<file path="src/rtl/alu_sequencer.sv">
// rtl/alu_sequencer.sv - command FIFO and settle/capture sequencer for the 4-bit ALU mux
//
// Queues {select, z} commands, issues one at a time to the combinational ALU mux,
// holds the mux inputs for SETTLE_CYCLES cycles, captures the mux result and offers
// it downstream on a valid/ready handshake.
//
// Parameters:
//   DEPTH          command FIFO depth (power of two, >= 2)
//   SETTLE_CYCLES  cycles the mux inputs are held before capture (1..15)
//
// Ports:
//   clk, reset                    clock, synchronous active-high reset
//   cmd_valid/cmd_ready/cmd_data  command push handshake, data = {select[1:0], z[10:0]}
//   flush                         clears queued commands; in-flight command unaffected
//   mux_z, mux_select, mux_out    drive to / result from the ALU mux
//   res_valid/res_ready/res_data  captured result handshake
//   busy                          sequencer active or commands queued
//   fifo_count                    FIFO occupancy, 0..DEPTH
//   done_count                    (ALU_SEQ_COUNT_EN only) 8-bit wrapping handshake count
//
// Optional feature macro: ALU_SEQ_COUNT_EN
module alu_sequencer #(
  parameter int DEPTH         = 4,
  parameter int SETTLE_CYCLES = 1
) (
  input  logic                     clk,
  input  logic                     reset,
  input  logic                     cmd_valid,
  output logic                     cmd_ready,
  input  logic [12:0]              cmd_data,
  input  logic                     flush,
  output logic [10:0]              mux_z,
  output logic [1:0]               mux_select,
  input  logic [8:0]               mux_out,
  output logic                     res_valid,
  input  logic                     res_ready,
  output logic [8:0]               res_data,
  output logic                     busy,
  output logic [$clog2(DEPTH):0]   fifo_count
`ifdef ALU_SEQ_COUNT_EN
  ,
  output logic [7:0]               done_count
`endif
);

  localparam int AW = $clog2(DEPTH);
  localparam logic [AW:0] FULL_CNT = (AW+1)'(DEPTH);

  typedef enum logic [1:0] {IDLE, SETTLE, CAPTURE, HOLD} state_t;

  state_t          state, state_nx;
  logic [12:0]     mem [DEPTH];
  logic [AW-1:0]   wr_ptr, rd_ptr;
  logic [3:0]      settle_cnt;
  logic            full, empty, push, pop;

  assign full      = (fifo_count == FULL_CNT);
  assign empty     = (fifo_count == '0);
  assign cmd_ready = !full && !flush;
  assign push      = cmd_valid && cmd_ready;
  // flush takes priority over an IDLE pop so a flushed command never issues
  assign pop       = (state == IDLE) && !empty && !flush;
  assign busy      = (state != IDLE) || !empty;

  // command storage; no reset needed, occupancy is tracked by fifo_count
  always_ff @(posedge clk) begin
    if (push) mem[wr_ptr] <= cmd_data;
  end

  always_ff @(posedge clk) begin
    if (reset) begin
      wr_ptr     <= '0;
      rd_ptr     <= '0;
      fifo_count <= '0;
    end else if (flush) begin
      rd_ptr     <= wr_ptr;
      fifo_count <= '0;
    end else begin
      if (push) wr_ptr <= wr_ptr + AW'(1);
      if (pop)  rd_ptr <= rd_ptr + AW'(1);
      case ({push, pop})
        2'b10:   fifo_count <= fifo_count + (AW+1)'(1);
        2'b01:   fifo_count <= fifo_count - (AW+1)'(1);
        default: fifo_count <= fifo_count;
      endcase
    end
  end

  always_ff @(posedge clk) begin
    if (reset) state <= IDLE;
    else       state <= state_nx;
  end

  always_comb begin
    state_nx = state;
    case (state)
      IDLE:    if (pop) state_nx = SETTLE;
      // counter was loaded with SETTLE_CYCLES, so leaving at 1 gives exactly that many cycles
      SETTLE:  if (settle_cnt == 4'd1) state_nx = CAPTURE;
      CAPTURE: state_nx = HOLD;
      HOLD:    if (res_valid && res_ready) state_nx = IDLE;
      default: state_nx = IDLE;
    endcase
  end

  always_ff @(posedge clk) begin
    if (reset) begin
      mux_z      <= '0;
      mux_select <= 2'b11;
      res_valid  <= 1'b0;
      res_data   <= '0;
      settle_cnt <= '0;
    end else begin
      case (state)
        IDLE: begin
          if (pop) begin
            {mux_select, mux_z} <= mem[rd_ptr];
            settle_cnt          <= 4'(SETTLE_CYCLES);
          end
        end
        SETTLE:  settle_cnt <= settle_cnt - 4'd1;
        CAPTURE: begin
          res_data  <= mux_out;
          res_valid <= 1'b1;
        end
        HOLD:    if (res_ready) res_valid <= 1'b0;
        default: ;
      endcase
    end
  end

`ifdef ALU_SEQ_COUNT_EN
  always_ff @(posedge clk) begin
    if (reset)                       done_count <= '0;
    else if (res_valid && res_ready) done_count <= done_count + 8'd1;
  end
`endif

endmodule

</file>
<file path="config.mk">
export PLATFORM = sky130hd
export DESIGN_NAME = alu_sequencer
export DESIGN_NICKNAME = d
export VERILOG_FILES = /design/src/rtl/alu_sequencer.sv
export SDC_FILE = /design/constraint.sdc
export NUM_CORES = 1
export LEC_CHECK = 0
export ABC_CLOCK_PERIOD_IN_PS = 2590
export CAP_MARGIN = 40
export CORE_MARGIN = 10
export CORE_UTILIZATION = 50
export DETAILED_ROUTE_END_ITERATION = 10
export DONT_BUFFER_PORTS = 1
export HOLD_SLACK_MARGIN = 0.1
export PLACE_DENSITY = 0.68
export SLEW_MARGIN = 25
export SYNTH_ARGS = -nofsm -noshare
export SYNTH_HDL_FRONTEND = slang
export SYNTH_SLANG_ARGS = --single-unit
</file>
<file path="constraint.sdc">
create_clock -name clk -period 2.59 [get_ports clk]
set_input_delay 0.1295 -clock clk [delete_from_list [all_inputs] [get_ports clk]]
set_output_delay 0.1295 -clock clk [all_outputs]
set_load 0.1 [all_outputs]
</file>
==> flow_summary.ini <==
[pwr]
p_sw_share_pct = 30.8
power.density_cell_area_nw_per_um2 = 735
leakagePower_uw = 0.00154
clk_network_pwr_share_pct = 28.8
share_seq_of_total_power_pct = 49.4
report.power.total_uw = 3240
net-switching-power_uw = 998
power.internal_uw = 2240
vdd.ir_drop.worst_mv = 0.412
combPwrFrac_pct = 21.8

[logic_synthesis]
synth.ff_latch_count = 88
synth.net_count = 299
netlist_area_sq_um = 3640
synth-edff-count = 52
async_flop_share_pct = 0
synth_largest_type_area_fraction_pct = 42.9
number_of_different_library_cells_in_the_post_synthesis_netlist = 43
synth_seq_area_share_pct = 62.7
yosysTopAreaCell = sky130_fd_sc_hd__edfxtp_1
syn_avg_cell_area_sq_um = 14.0
yosys-top-cells-area = sky130_fd_sc_hd__edfxtp_1 (43%), sky130_fd_sc_hd__dfxtp_1 (20%), sky130_fd_sc_hd__mux4_2 (8.0%), sky130_fd_sc_hd__ha_1 (4.1%), sky130_fd_sc_hd__mux2i_1 (2.8%)
synth_flop_cell = sky130_fd_sc_hd__edfxtp_1
netlist_instances = 259
yosysWarnings = 0

[global_routing]
wire_length_of_the_first_global_routing_pass_microns = 11300
grt-ovfl-total = 0
antenna_violations_before_repair = 0
grt_start_max_net_pins = 35
groute.usage.overall_pct = 12.8
first_global_vias = 2213

[clocking]
cts_tree = built
cts-buffers-inserted = 9
cts_setup_buffers = 0
clockBufferDepth = 2
worstSkewPairLatency_ns = 0.35
clock-root-buffer = sky130_fd_sc_hd__clkbuf_8
clock_sinks = 88
htree_levels = 3
clk_pin_slew_worst_paths_ns = 0.08

[sta]
setup_viol = 0
fin_crit_sh_pct = 90.1
fin_worst_skew_ns = 0.00694
timing_worst_slew_pin_value_ns = 0.710
fmaxAchievable_mhz = 429
minimum_clock_period_ns = 2.33
hold_vio_cnt_final = 0
rsz0062_at_grt = no
final_max_slew_viol_count = 0
setup_tns_ns = 0
timing.slew.headroom_pct = 52.6
timing.final.ws_setup_ns = 0.256

[drt]
ant_nets = 0
routedWlPerCell_microns = 16.5
via_count = 2134
wl_microns = 6970
drt_pre_antenna_iters = 4
drcViolationCount = 0
vias_per_cell = 5.06
first_iter_violations = 105

[final_layout]
finish.instance_area_sq_um = 4400
post_route_cells_drive_above_1_share_pct = 28.5
net_count_of_the_finished_layout = 358
area_growth_syn_to_layout_pct = 21.1
antenna-diode-count = 0
final_cell_count_no_fill = 422

[place]
place.port_buffers = 0
postPlaceCellArea_sq_um = 3930
hpwlAfterDp_microns = 4540
routabilityCongestion = 0.762
detailedPlace.worstSlack_ns = 0.246
placed_cells = 379

[worst_setup_path]
cp_top_family = flip-flops
cp_data_arrival_time_ns = 2.56
critical_path.startpoint_type = flip-flop
cp_data_required_time_ns = 2.82
path_class = flip-flop to flip-flop
cp_max_fo = 4
critical_path.endpoint_type = flip-flop
stage_delay_of_the_slowest_cell_on_the_critical_path_ns = 0.71
timing.critical_path.buf_inv = 2
critPathSlowestCell = sky130_fd_sc_hd__dfxtp_2
worstPathCellList = o31ai_2 -> or2_1 -> clkinv_4 -> ha_1 -> inv_1 -> fa_1 -> xor2_1 -> nor2_1 -> xnor2_1 -> nor3_1

[floorplan]
placeableCoreArea_sq_um = 7180
initial_utilization_pct = 50.7
die_h_microns = 105
boundaryPins = 55
fp.dieArea_sq_um = 11100
num_rows = 31
die_x_microns = 105

[hold_path]
min_path_type = primary input to flip-flop

[run]
max_cap_violations = 0

[status]
run_status = finished clean
cell families (layout without fill, tap and decap cells):
group                      after synthesis  count (layout)  synth area share, %
and+or+nand+nor                         69              69                 9.05
buffers and inverters                   27              91                 4.13
xor gates and xnor gates                 6               6                 1.44
muxes                                   23              23                 10.8
adders and majority gates               13              13                 4.68
DFF                                     88              88                 62.7
AOI/OAI and AO/OA                       33              33                 7.16
power groups by stage:
| stage | logic (uW) | clock network, uW | registers (uW) |
|---|---|---|---|
| floorplan | 381 | 0 | 1790 |
| global placement | 651 | 0 | 1630 |
| detailed placement | 657 | 0 | 1630 |
| CTS | 711 | 958 | 1600 |
| global route | 766 | 1020 | 1610 |
| finish | 706 | 934 | 1600 |
worst register-to-register path, cell delays in order (launching register included):
cell and delay (ns):
sky130_fd_sc_hd__dfxtp_2 0.71, sky130_fd_sc_hd__o31ai_2 0.13, sky130_fd_sc_hd__or2_1 0.28, sky130_fd_sc_hd__clkinv_4 0.06, sky130_fd_sc_hd__ha_1 0.17, sky130_fd_sc_hd__inv_1 0.06
sky130_fd_sc_hd__fa_1 0.37, sky130_fd_sc_hd__xor2_1 0.15, sky130_fd_sc_hd__nor2_1 0.11, sky130_fd_sc_hd__xnor2_1 0.13, sky130_fd_sc_hd__nor3_1 0.06
layout by cell type, fill, tap and decap left out, drive strengths merged, types with 10 or more instances in the layout:
cell	count
a21oi	17
buf	34
clkbuf	10
dfxtp	36
dlygate4sd3	26
edfxtp	52
ha	12
inv	16
mux2i	10
mux4	13
nand2	30
nor2	22
Yosys cell counts (2+ instances only):
library cell / n
sky130_fd_sc_hd__nor2_1: 21
sky130_fd_sc_hd__a211oi_2: 2
sky130_fd_sc_hd__a21oi_2: 7
sky130_fd_sc_hd__and2_2: 4
sky130_fd_sc_hd__inv_1: 14
sky130_fd_sc_hd__nor2b_1: 2
sky130_fd_sc_hd__clkbuf_1: 4
sky130_fd_sc_hd__xor2_1: 2
sky130_fd_sc_hd__a21oi_1: 10
sky130_fd_sc_hd__buf_1: 2
sky130_fd_sc_hd__edfxtp_1: 52
sky130_fd_sc_hd__xnor2_1: 4
sky130_fd_sc_hd__o32ai_1: 2
sky130_fd_sc_hd__nor3_1: 3
sky130_fd_sc_hd__nand2_2: 7
sky130_fd_sc_hd__nand2_1: 23
sky130_fd_sc_hd__mux4_2: 13
sky130_fd_sc_hd__nand3_1: 2
sky130_fd_sc_hd__mux2i_1: 10
sky130_fd_sc_hd__ha_1: 12
sky130_fd_sc_hd__a311oi_1: 2
sky130_fd_sc_hd__dfxtp_1: 36
sky130_fd_sc_hd__a211oi_1: 3
sky130_fd_sc_hd__buf_6: 3
final timing paths:
| check | slack (ns) | cells past startpoint | startpoint | end |
|---|---|---|---|---|
| hold reg to reg | 0.48 | 2 | mux_z[0]$_SDFFE_PP0P_ | mux_z[0]$_SDFFE_PP0P_ |
| setup / recovery | 0.26 | 10 | fifo_count[1]$_SDFFE_PP0P_ | fifo_count[2]$_SDFFE_PP0P_ |
| hold / removal | 0.15 | 3 | flush | state[0]$_SDFFE_PP0P_ |
| setup reg to reg | 0.26 | 10 | fifo_count[1]$_SDFFE_PP0P_ | fifo_count[2]$_SDFFE_PP0P_ |
state kept, by name, summed over array words and instances, names as in the netlist, 2 cells and up:
name and cells:
mux_select 2, res_data 9, settle_cnt 4, mux_z 11, rd_ptr 2, mem 52
fifo_count 3, wr_ptr 2, state 2
metrics by stage:
step,util [%],hold slack [ns]
2_1_floorplan,-,0.228
3_3_place_gp,54.7,0.199
3_5_place_dp,54.7,0.200
4_1_cts,61.4,0.134
5_1_grt,61.4,0.166
6_report,61.4,0.147
cell type report:
| cell class | count | area (sq um) |
|---|---|---|
| inverters | 15 | 61.3 |
| multi-input cells | 144 | 1210 |
| well taps | 99 | 124 |
| repair buffers | 60 | 528 |
| fillers | 572 | 2770 |
| flip-flops and latches | 88 | 2290 |
| clock buffers | 10 | 128 |
| clock inverters | 6 | 67.6 |
metal layers:
layer  GRT usage [%]  vias to the layer above  wire [microns]
li1                -                     1046               -
met1            15.6                     1027            3010
met2            20.3                       56            3330
met3            4.99                        5             558
met4            4.71                        0              66
met5               0                        -               0
timing repair:
action	4_1_cts	5_1_grt
hold buffers	27	0
endpoints found under the hold margin	88	0
gates resized for setup	0	0
No activity file was read; power rests on OpenSTA's default activity.
